<file path="src/rtl/rr_onehot_arbiter.sv">
// Round-robin arbiter with one-hot grants, a rotating one-hot priority pointer
// and a per-grant hold timeout. Grants are registered; one bubble cycle separates owners.
module rr_onehot_arbiter #(
    parameter int N       = 4,
    parameter int TIMEOUT = 16,
    parameter int CW      = 5
) (
    input  logic                 clk,
    input  logic                 reset,
    input  logic [N-1:0]         req,
    input  logic [N-1:0]         done,
    output logic [N-1:0]         gnt,
    output logic [$clog2(N)-1:0] gnt_id,
    output logic                 gnt_valid,
    output logic                 timeout_pulse,
    output logic [2:0]           state
);
    localparam int IW = $clog2(N);
    localparam bit TO_EN = (TIMEOUT != 0);
    localparam logic [CW-1:0] TO_LAST = CW'((TIMEOUT > 0) ? TIMEOUT - 1 : 0);

    typedef enum logic [2:0] {
        S_IDLE    = 3'b001,
        S_GRANT   = 3'b010,
        S_RELEASE = 3'b100
    } state_t;

    // Kept as plain bits so a corrupted, non-one-hot value is representable and recoverable.
    logic [2:0]    r_state;
    logic [N-1:0]  r_gnt;
    logic [N-1:0]  r_ptr;
    logic [CW-1:0] r_cnt;
    logic          r_timeout_pulse;

    logic [N-1:0]  w_req_hi;
    logic [N-1:0]  w_win_hi;
    logic [N-1:0]  w_win_lo;
    logic [N-1:0]  w_win;
    logic [N-1:0]  w_ptr_rot;
    logic          w_own_done;
    logic          w_own_req;
    logic          w_to_hit;
    logic [IW-1:0] w_id;

    // Requests at or above the pointer take precedence; otherwise wrap to the lowest set bit.
    assign w_req_hi = req & ~(r_ptr - N'(1));
    assign w_win_hi = w_req_hi & (~w_req_hi + N'(1));
    assign w_win_lo = req & (~req + N'(1));
    assign w_win    = (|w_req_hi) ? w_win_hi : w_win_lo;

    assign w_ptr_rot  = {r_gnt[N-2:0], r_gnt[N-1]};
    assign w_own_done = |(done & r_gnt);
    assign w_own_req  = |(req & r_gnt);
    assign w_to_hit   = TO_EN && (r_cnt == TO_LAST);

    always_comb begin
        w_id = '0;
        for (int i = 0; i < N; i++) begin
            if (r_gnt[i]) begin
                w_id = w_id | IW'(i);
            end
        end
    end

    always_ff @(posedge clk or posedge reset) begin
        if (reset) begin
            r_state         <= S_IDLE;
            r_gnt           <= '0;
            r_ptr           <= N'(1);
            r_cnt           <= '0;
            r_timeout_pulse <= 1'b0;
        end else begin
            r_timeout_pulse <= 1'b0;
            case (r_state)
                S_IDLE, S_RELEASE: begin
                    r_cnt <= '0;
                    if (|req) begin
                        r_state <= S_GRANT;
                        r_gnt   <= w_win;
                    end else begin
                        r_state <= S_IDLE;
                        r_gnt   <= '0;
                    end
                end
                S_GRANT: begin
                    if (w_own_done || !w_own_req || w_to_hit) begin
                        r_state         <= S_RELEASE;
                        r_gnt           <= '0;
                        r_ptr           <= w_ptr_rot;
                        // Done or request withdrawal takes precedence over a coincident timeout.
                        r_timeout_pulse <= w_to_hit && !w_own_done && w_own_req;
                    end else begin
                        r_cnt <= r_cnt + CW'(1);
                    end
                end
                default: begin
                    r_state <= S_IDLE;
                    r_gnt   <= '0;
                    r_cnt   <= '0;
                end
            endcase
        end
    end

    assign gnt           = r_gnt;
    assign gnt_id        = w_id;
    assign gnt_valid     = |r_gnt;
    assign timeout_pulse = r_timeout_pulse;
    assign state         = r_state;

endmodule

</file>
<file path="config.mk">
export PLATFORM = sky130hd
export DESIGN_NAME = rr_onehot_arbiter
export DESIGN_NICKNAME = d
export VERILOG_FILES = /design/src/rtl/rr_onehot_arbiter.sv
export SDC_FILE = /design/constraint.sdc
export NUM_CORES = 1
export LEC_CHECK = 0
export ABC_CLOCK_PERIOD_IN_PS = 2150
export BUFFER_PORTS_ARGS = -buffer_cell sky130_fd_sc_hd__buf_4
export CORE_UTILIZATION = 45
export DETAILED_ROUTE_END_ITERATION = 16
export PLACE_DENSITY = 0.72
export RECOVER_POWER = 100
export SLEW_MARGIN = 20
export SYNTH_ARGS = -nofsm -noshare
export SYNTH_HDL_FRONTEND = slang
export SYNTH_SLANG_ARGS = --single-unit
</file>
<file path="constraint.sdc">
create_clock -name clk -period 2.15 [get_ports clk]
set_input_delay 0.215 -clock clk [delete_from_list [all_inputs] [get_ports clk]]
set_output_delay 0.215 -clock clk [all_outputs]
set_load 0.05 [all_outputs]
</file>
==> results of run 1 <==
==> worst paths after layout <==
kind,startpoint,endpoint,depth (start not counted)
max,r_cnt[0]$_DFFE_PP0N_,r_cnt[4]$_DFFE_PP0N_,7
min,reset,state[2]$_DFFE_PP0P_,2
max reg2reg,r_cnt[0]$_DFFE_PP0N_,r_cnt[4]$_DFFE_PP0N_,7
min reg2reg,r_cnt[1]$_DFFE_PP0N_,r_cnt[1]$_DFFE_PP0N_,2
max in group asynchronous,reset,gnt[1]$_DFFE_PP0P_,2
min in group clk,req[3],gnt[3]$_DFFE_PP0P_,3
==> per-stage QoR <==
stage	utilization [%]	cells	area (um^2)
after floorplan	-	91	942
after global placement	58.4	140	1140
after detailed placement	58.4	140	1140
after CTS	59.8	144	1170
after global routing	56.8	144	1110
final	56.8	144	1110
==> registers in the layout, summed over array words and instances (netlist names) <==
| name | flops |
|---|---|
| r_cnt | 5 |
| gnt | 4 |
| r_ptr | 4 |
| state | 3 |
| timeout_pulse | 1 |
==> cell usage in the layout, fill, tap and decap left out, types with 2 or more instances in the layout <==
cell type and instances:
a22oi_1 2, nor3b_1 2, or3_1 2, nand3_1 4
ha_1 3, nor2_1 8, mux2_2 2, nor3_1 2
or2_2 3, clkbuf_4 4, o2bb2ai_1 2, o22ai_1 2
a21oi_1 4, nand2_1 8, clkbuf_1 11, o21ai_0 2
dfrtp_1 15, buf_4 10, a22o_1 2, inv_1 5
xnor2_1 3, dfstp_1 2
==> worst max-delay path: cells and delay by family (launching register included) <==
kind | cells | cell delay, ns
AOI/OAI and AO/OA | 2 | 0.53
adders and majority gates | 2 | 0.46
DFF | 1 | 0.42
buffers and inverters | 1 | 0.26
and+or+nand+nor | 2 | 0.24
==> cells by family after synthesis <==
kind of cell               synth area share [%]
and+or+nand+nor                            19.7
AOI/OAI and AO/OA                          22.6
DFF                                        45.4
buffers and inverters                      2.39
xor gates and xnor gates                   2.79
adders and majority gates                  3.98
muxes                                      3.19
==> layout make-up <==
type	count	area, um^2
clock inverter	1	5.00
inverter	5	18.8
multi-input combinational	68	477
sequential	17	428
tap	27	33.8
timing repair buffer	23	129
fill	207	848
clock buffer	3	22.5
==> where the power goes <==
part           internal, mW  leakage, nW  total [mW]  switching (mW)
sequential            0.414        0.225       0.525           0.110
combinational         0.354        0.243        1.06           0.709
clock                0.0693       0.0177       0.170           0.101
total                 0.838        0.486        1.76           0.920
==> layer usage <==
metal  routed length, um  vias up  part of all wire, %  global-route usage, %
met5                   0        -                    0                      0
met4                  31        0                  1.6                   10.6
met3                  52        4                  2.7                   2.64
met2                 912       13                   47                   30.5
met1                 943      373                   49                   27.1
li1                    -      396                    -                      -
==> what timing repair did <==
| action | 4_1_cts | 5_1_grt |
|---|---|---|
| hold buffers | 0 | 0 |
| setup endpoints to repair | 0 | 2 |
| setup buffers | 0 | 0 |
==> flow_summary_export.csv, run 1 <==
group,metric,value,unit
power,powerDensity,1580,mW/mm^2
worst_setup_path,crit_type,"reg2reg",
timing,period_share,92.3,%
yosys,postSynthAreaPerCell,10.4,um^2
global_routing,grt_pass1_wl,3130,um
worst_setup_path,slowest_stage,"dfrtp_1",
clocking,numCtsBuffers,3,
status,status,"complete, but fails checks",
final_layout,area_growth,18.2,%
global_routing,grtUsageTotal,19.9,%
status,violations,"hold timing",
timing,fin_tns_setup,0,ns
floorplanning,die_x,47.8,um
worst_setup_path,crit_path_frequent_cell,"ha_1",
floorplanning,die_area,0.00228,mm^2
timing,setup_ws,0.166,ns
yosys,synth_edf_count,0,
yosys,syn_inst,91,
timing,setup_viol,0,
worst_setup_path,r2r_slack,0.17,ns
worst_setup_path,start_kind,"flip-flop",
worst_setup_path,crit_arrival,2.19,ns
timing,fmax,504,MHz
timing,tightest_slew,0.630,ns
yosys,ys_ff_latch,17,
floorplanning,core,0.00196,mm^2
detailed_routing,routed_via_density,5.46,
yosys,syn-num-nets,104,
flow_run,cap_violations,0,
power,peakVddDrop,0.000794,V
clocking,ctsResizeCount,0,
worst_setup_path,critical-path-max-stage-delay,0.42,ns
timing,hold_violations,8,
detailed_routing,drtIter0Drc,14,
detailed_routing,routed_wl,1940,um
timing,slew_headroom,58.0,%
timing,whs,-0.00877,ns
detailed_routing,drc_errors,0,
yosys,synth.distinct_cells,38,
timing,finClkSkew,0.00807,ns
placed_design,dp_slack,0.0550,ns
yosys,yosys.area.top_type,"dfrtp_1",
yosys,synth_ff_type,"dfrtp_1",
clocking,cts_tree,"yes",
power,p_leak,0.486,nW
yosys,ys_top_cells_by_count,"15 x dfrtp_1, 8 x nand2_1, 7 x nor2_1, 5 x inv_1",
yosys,async_reset_ff_share,100,%
timing,timing.final.crit_period,1.98,ns
clocking,clk_latency,0.29,ns
yosys,netlist_top_cells_area,"dfrtp_1 40%, dfstp_2 5.6%, ha_1 4.0%",
floorplanning,die_y,47.8,um
detailed_routing,vias,786,
worst_setup_path,crit_path_cell_trace,"ha_1 > and3_1 > ha_1 > a2111oi_4 > clkbuf_1 > nor2_1 > a211oi_1",
power,fin_total_pwr,1.76,mW
worst_setup_path,end_kind,"flip-flop",
placed_design,place_congestion,0.854,
floorplanning,rows,16,
placed_design,hpwl,1510,um
global_routing,grt_pass1_vias,702,
placed_design,io_buffers,20,
floorplanning,io_pins,21,
clocking,clockBufferDepth,2,
global_routing,antenna_found_initial,0,
final_layout,nNetsFinal,131,
worst_setup_path,worstPathRequired,2.36,ns
detailed_routing,dr.pass1.iters,4,
final_layout,final_layout_size_suffix_gt1_share,22.2,%
global_routing,grt_max_degree,18,
yosys,yosys_warnings,0,
yosys,yosysTopAreaCellShare,39.8,%
clocking,clkTransAtPathRegs,0.10,ns
detailed_routing,wl_per_cell,13.5,um
floorplanning,start_util,48.0,%
final_layout,antennaDiodeCount,0,
worst_setup_path,path_max_fanout,5,
clocking,htreeDepth,1,
yosys,yosysSeqAreaShare,45.4,%
yosys,syn-cell-area,942,um^2
detailed_routing,postRouteAntennaNets,0,
timing,rsz0062_at_grt,"no",
yosys,synth.most_common_cell,"dfrtp_1",
global_routing,overflow,0,
clocking,cts_root_buffer,"clkbuf_4",
timing,slew_viol_final,0,
clocking,clock_sinks,17,
hold_path,min_path_type,"in2async",
Note: power is estimated with default switching activity, not from simulation.
==> inputs of run 2 (changes only) <==
REMOVE_ABC_BUFFERS = 1   (was not set)
==> run 2 against run 1 <==
The run now ends clean; final cell count unchanged; wire length is 4.0% higher; worst hold slack better by 0.018 ns; clock-buffer cell count is 1 higher; fmax grew 0.33%; sequential share of layout area is essentially flat; clock skew hardly changed; register-to-register slack barely moved; worst setup slack better by 0.0065 ns; core utilization shrank 0.064 points; via count is 2.4% higher; final area down 0.11%; critical endpoint is now r_cnt[3]$_DFFE_PP0N_; highest routed layer unchanged.
==> flow_summary_export.csv, run 2 (same netlist as run 1, synthesis figures left out) <==
group,metric,value,unit
clocking,numCtsBuffers,3,
timing,fmax,506,MHz
floorplanning,die_x,47.8,um
placed_design,io_buffers,20,
floorplanning,start_util,48.0,%
worst_setup_path,path_delay_family,"simple AND/OR/NAND/NOR gates",
global_routing,grt_max_degree,18,
final_layout,antennaDiodeCount,0,
detailed_routing,top_layer,"met4",
detailed_routing,wl_met3,63,um
timing,tightest_slew,0.644,ns
placed_design,dp.cells,140,
detailed_routing,drc_errors,0,
power,p_leak,0.483,nW
final_layout,final_layout_size_suffix_gt1_share,21.4,%
detailed_routing,wl_per_cell,14.0,um
timing,timing.final.crit_period,1.98,ns
timing,period_share,92.0,%
detailed_routing,drtIter0Drc,8,
worst_setup_path,start_kind,"flip-flop",
worst_setup_path,r2r-end,"r_cnt[3]$_DFFE_PP0N_",
timing,hold_violations,0,
clocking,clk_latency,0.28,ns
worst_setup_path,crit_buf_inv,0,
final_layout,area_growth,18.1,%
timing,setup_viol,0,
detailed_routing,vias,805,
global_routing,antenna_found_initial,0,
worst_setup_path,crit_path_cell_trace,"ha_1 > and3_1 > ha_1 > a2111o_1 > or3_1 > a21oi_1",
final_layout,largest-register,"r_cnt",
clocking,cts_tree,"yes",
worst_setup_path,slowest_stage,"dfrtp_1",
worst_setup_path,cp.depth,6,
global_routing,grt_pass1_wl,2950,um
global_routing,overflow,0,
detailed_routing,wl_met1,922,um
clocking,htreeDepth,1,
global_routing,grt_pass1_vias,670,
final_layout,nNetsFinal,131,
power,powerDensity,1580,mW/mm^2
global_routing,grtUsageTotal,18.9,%
timing,rsz0062_at_grt,"no",
worst_setup_path,crit_start,"r_cnt[0]$_DFFE_PP0N_",
clocking,clkTransAtPathRegs,0.10,ns
power,peakVddDrop,0.000981,V
timing,slew_headroom,57.0,%
final_layout,layout_commonest_cell,"dfrtp_1",
status,status,"finished clean",
detailed_routing,dr.pass1.iters,4,
detailed_routing,routed_wl,2020,um
clocking,cts_setup_buffers,0,
power,fin_total_pwr,1.76,mW
worst_setup_path,crit_path_frequent_cell,"ha_1",
floorplanning,core,0.00196,mm^2
worst_setup_path,crit_arrival,2.19,ns
worst_setup_path,end_kind,"flip-flop",
floorplanning,io_pins,21,
worst_setup_path,critical-path-max-stage-delay,0.42,ns
final_layout,largest_reg_flops,5,
worst_setup_path,r2r_slack,0.17,ns
final_layout,stdcell_count,144,
detailed_routing,postRouteAntennaNets,0,
worst_setup_path,worstPathRequired,2.37,ns
clocking,clock_sinks,17,
hold_path,min_path_type,"in2async",
placed_design,hpwl,1580,um
worst_setup_path,crit_type,"reg2reg",
clocking,cts_root_buffer,"clkbuf_4",
detailed_routing,routed_via_density,5.59,
placed_design,place_congestion,0.855,
worst_setup_path,r2r_cells,6,
clocking,clockBufferDepth,2,
floorplanning,die_area,0.00228,mm^2
final_layout,final_cell_mix,"15 x dfrtp_1, 12 x clkbuf_1, 10 x buf_4",
floorplanning,rows,16,
timing,fin_tns_setup,0,ns
timing,whs,0.00924,ns
worst_setup_path,path_max_fanout,4,
flow_run,cap_violations,0,
worst_setup_path,rr_startpoint,"r_cnt[0]$_DFFE_PP0N_",
clocking,ctsResizeCount,0,
timing,finClkSkew,0.00786,ns
floorplanning,die_y,47.8,um
clocking,ctsHoldBuffers,0,
detailed_routing,dr_wl_met2,1020,um
worst_setup_path,crit_end,"r_cnt[3]$_DFFE_PP0N_",
timing,slew_viol_final,0,
-- run 2: changes by cell type in the layout (fill, tap and decap cells not counted) --
cell,before,now
clkbuf_1,11,12
clkinv_2,1,0
-- run 2: metal layers --
metal	global-route usage [%]	up-vias
met1	25.7	393
li1	-	396
met4	7.78	0
met2	30.5	14
met5	0	-
met3	2.26	2
-- run 2: report_power, final --
group | leakage (nW) | internal, mW | switching (mW)
clock | 0.0150 | 0.0720 | 0.0944
sequential | 0.225 | 0.414 | 0.110
combinational | 0.243 | 0.355 | 0.716
total | 0.483 | 0.841 | 0.921
-- run 2: area by class of cell --
class                           count  area (um^2)
Inverter                            5         18.8
Tap cell                           27         33.8
Multi-Input combinational cell     68          477
Fill cell                         205          850
Sequential cell                    17          428
Clock buffer                        4         26.3
Timing Repair Buffer               23          129
-- run 2: stage by stage --
stage                     utilization (%)  cell area [um^2]  worst slack [ns]
after floorplan                         -               938            0.0422
after global placement               58.4              1140            0.0947
after detailed placement             58.4              1140            0.0762
after CTS                            59.7              1170            0.0284
after global routing                 56.7              1110            0.0567
final                                56.7              1110             0.173
-- run 2: how the worst min path moves through the flow --
stage	to	slack [ns]	cells past startpoint
floorplan	gnt[0]$_DFFE_PP0P_	0.14	1
global placement	state[2]$_DFFE_PP0P_	0.34	2
detailed placement	state[2]$_DFFE_PP0P_	0.33	2
CTS	r_cnt[2]$_DFFE_PP0N_	0.02	2
global route	state[2]$_DFFE_PP0P_	0.06	2
finish	r_cnt[2]$_DFFE_PP0N_	0.009	2
-- run 2: worst reg2reg max path, cell delays in order (launching register included) --
cell	delay [ns]
dfrtp_1	0.42
ha_1	0.23
and3_1	0.19
ha_1	0.23
a2111o_1	0.35
or3_1	0.35
a21oi_1	0.15
==> inputs of run 3 (changes only) <==
ABC_CLOCK_PERIOD_IN_PS = 2120   (was 2150)
PLACE_DENSITY = 0.69   (was 0.72)
clock period = 2.12 ns   (was 2.15 ns; I/O delays follow)
==> run 3 against run 2 <==
Clock skew about the same; wire length up 1.2%; first-iteration DRC count up 38%; critical path depth unchanged; fmax up 0.51%; power up 4.7%; register-to-register slack worse by 0.02 ns; sequential power up 2%; critical path type unchanged; highest routed layer unchanged.
==> flow_summary_export.csv, run 3 (same netlist as run 1, synthesis figures left out) <==
group,metric,value,unit
status,status,"finished clean",
timing,timing.final.crit_period,1.97,ns
final_layout,stdcell_count,146,
worst_setup_path,crit_path_frequent_cell,"ha_1",
final_layout,nNetsFinal,133,
final_layout,final_layout_size_suffix_gt1_share,22.7,%
clocking,htreeDepth,1,
clocking,cts_root_buffer,"clkbuf_4",
global_routing,grtUsageTotal,19.9,%
placed_design,io_buffers,20,
final_layout,stdcell_area,0.00114,mm^2
timing,fin_tns_setup,0,ns
worst_setup_path,rr_startpoint,"r_cnt[0]$_DFFE_PP0N_",
placed_design,place_congestion,0.862,
floorplanning,start_util,48.0,%
detailed_routing,drc_errors,0,
worst_setup_path,path_delay_family,"simple AND/OR/NAND/NOR gates",
final_layout,final_cell_mix,"15 x dfrtp_1, 12 x clkbuf_1, 11 x buf_4",
detailed_routing,routed_wl,2040,um
timing,slew_viol_final,0,
global_routing,antenna_found_initial,0,
clocking,clk_latency,0.29,ns
timing,setup_viol,0,
global_routing,grt_pass1_wl,3150,um
worst_setup_path,worstPathRequired,2.33,ns
placed_design,dp.cells,140,
detailed_routing,vias,826,
worst_setup_path,crit_buf_inv,0,
worst_setup_path,crit_arrival,2.18,ns
clocking,numCtsBuffers,3,
detailed_routing,wl_per_cell,14.0,um
floorplanning,rows,16,
final_layout,area_growth,20.8,%
timing,rsz0062_at_grt,"no",
clocking,clock_sinks,17,
detailed_routing,wl_met3,63,um
detailed_routing,postRouteAntennaNets,0,
worst_setup_path,critical-path-max-stage-delay,0.41,ns
floorplanning,die_x,47.8,um
worst_setup_path,path_max_fanout,4,
timing,slew_headroom,56.6,%
placed_design,placed_area,0.00114,mm^2
hold_path,min_path_type,"in2async",
detailed_routing,routed_via_density,5.66,
clocking,clkTransAtPathRegs,0.10,ns
floorplanning,die_area,0.00228,mm^2
worst_setup_path,crit_type,"reg2reg",
worst_setup_path,slowest_stage,"dfrtp_1",
final_layout,largest_reg_flops,5,
timing,whs,0.00483,ns
global_routing,overflow,0,
global_routing,grt_pass1_vias,724,
worst_setup_path,end_kind,"flip-flop",
clocking,clockBufferDepth,2,
final_layout,largest-register,"r_cnt",
flow_run,cap_violations,0,
power,p_leak,0.498,nW
floorplanning,io_pins,21,
timing,hold_violations,0,
final_layout,antennaDiodeCount,0,
worst_setup_path,r2r_slack,0.15,ns
worst_setup_path,r2r_cells,6,
worst_setup_path,crit_path_cell_trace,"ha_1 > and3_1 > ha_1 > a2111o_1 > or3_1 > a21oi_1",
detailed_routing,dr_wl_met2,965,um
timing,period_share,92.8,%
floorplanning,core,0.00196,mm^2
detailed_routing,top_layer,"met4",
worst_setup_path,r2r-end,"r_cnt[3]$_DFFE_PP0N_",
power,fin_total_pwr,1.85,mW
placed_design,hpwl,1550,um
clocking,cts_tree,"yes",
detailed_routing,wl_met1,997,um
timing,fmax,508,MHz
final_layout,layout_commonest_cell,"dfrtp_1",
power,powerDensity,1620,mW/mm^2
worst_setup_path,start_kind,"flip-flop",
global_routing,grt_max_degree,18,
clocking,ctsHoldBuffers,0,
detailed_routing,drtIter0Drc,11,
power,peakVddDrop,0.00106,V
timing,tightest_slew,0.650,ns
floorplanning,die_y,47.8,um
detailed_routing,dr.pass1.iters,4,
timing,finClkSkew,0.00747,ns
==> run 3: cell types whose count changed in the layout (fill, tap and decap cells not counted) <==
| cell | before | now |
|---|---|---|
| buf_4 | 10 | 11 |
| mux2_2 | 2 | 0 |
| mux2_4 | 0 | 2 |
| buf_6 | 0 | 1 |
==> run 3: stage by stage <==
stage / worst slack (ns) / utilization (%)
floorplan: 0.0122 / -
global placement: 0.106 / 58.4
detailed placement: 0.0435 / 58.4
CTS: 0.0416 / 59.7
global route: 0.0395 / 58.0
finish: 0.153 / 58.0
==> run 3: worst max path at each step <==
stage,depth (start not counted),to,from
after floorplan,6,r_ptr[2]$_DFFE_PP0P_,r_cnt[0]$_DFFE_PP0N_
after global placement,6,r_cnt[3]$_DFFE_PP0N_,r_cnt[0]$_DFFE_PP0N_
after detailed placement,6,r_cnt[3]$_DFFE_PP0N_,r_cnt[0]$_DFFE_PP0N_
after CTS,6,r_cnt[3]$_DFFE_PP0N_,r_cnt[0]$_DFFE_PP0N_
after global routing,7,r_ptr[3]$_DFFE_PP0P_,r_cnt[0]$_DFFE_PP0N_
final,6,r_cnt[3]$_DFFE_PP0N_,r_cnt[0]$_DFFE_PP0N_
==> run 3: what timing repair did <==
item	4_1_cts	5_1_grt
resized for setup	0	1
buffers inserted	0	2
endpoints found under the setup margin	0	9
==> run 3: layout make-up <==
cell class	count	area [um^2]
Clock buffer	4	26.3
Fill cell	189	823
Inverter	5	18.8
Multi-Input combinational cell	68	484
Sequential cell	17	428
Tap cell	27	33.8
Timing Repair Buffer	25	148
==> run 3: power by group <==
group	switching (mW)	internal, mW
logic	0.741	0.396
registers	0.116	0.420
clock network	0.0994	0.0730
total	0.956	0.889
==> run 3: routing by layer <==
layer / vias up / global-route usage, %
li1: 397 / -
met1: 409 / 28.2
met2: 18 / 30.5
met3: 2 / 3.40
met4: 0 / 7.22
met5: - / 0
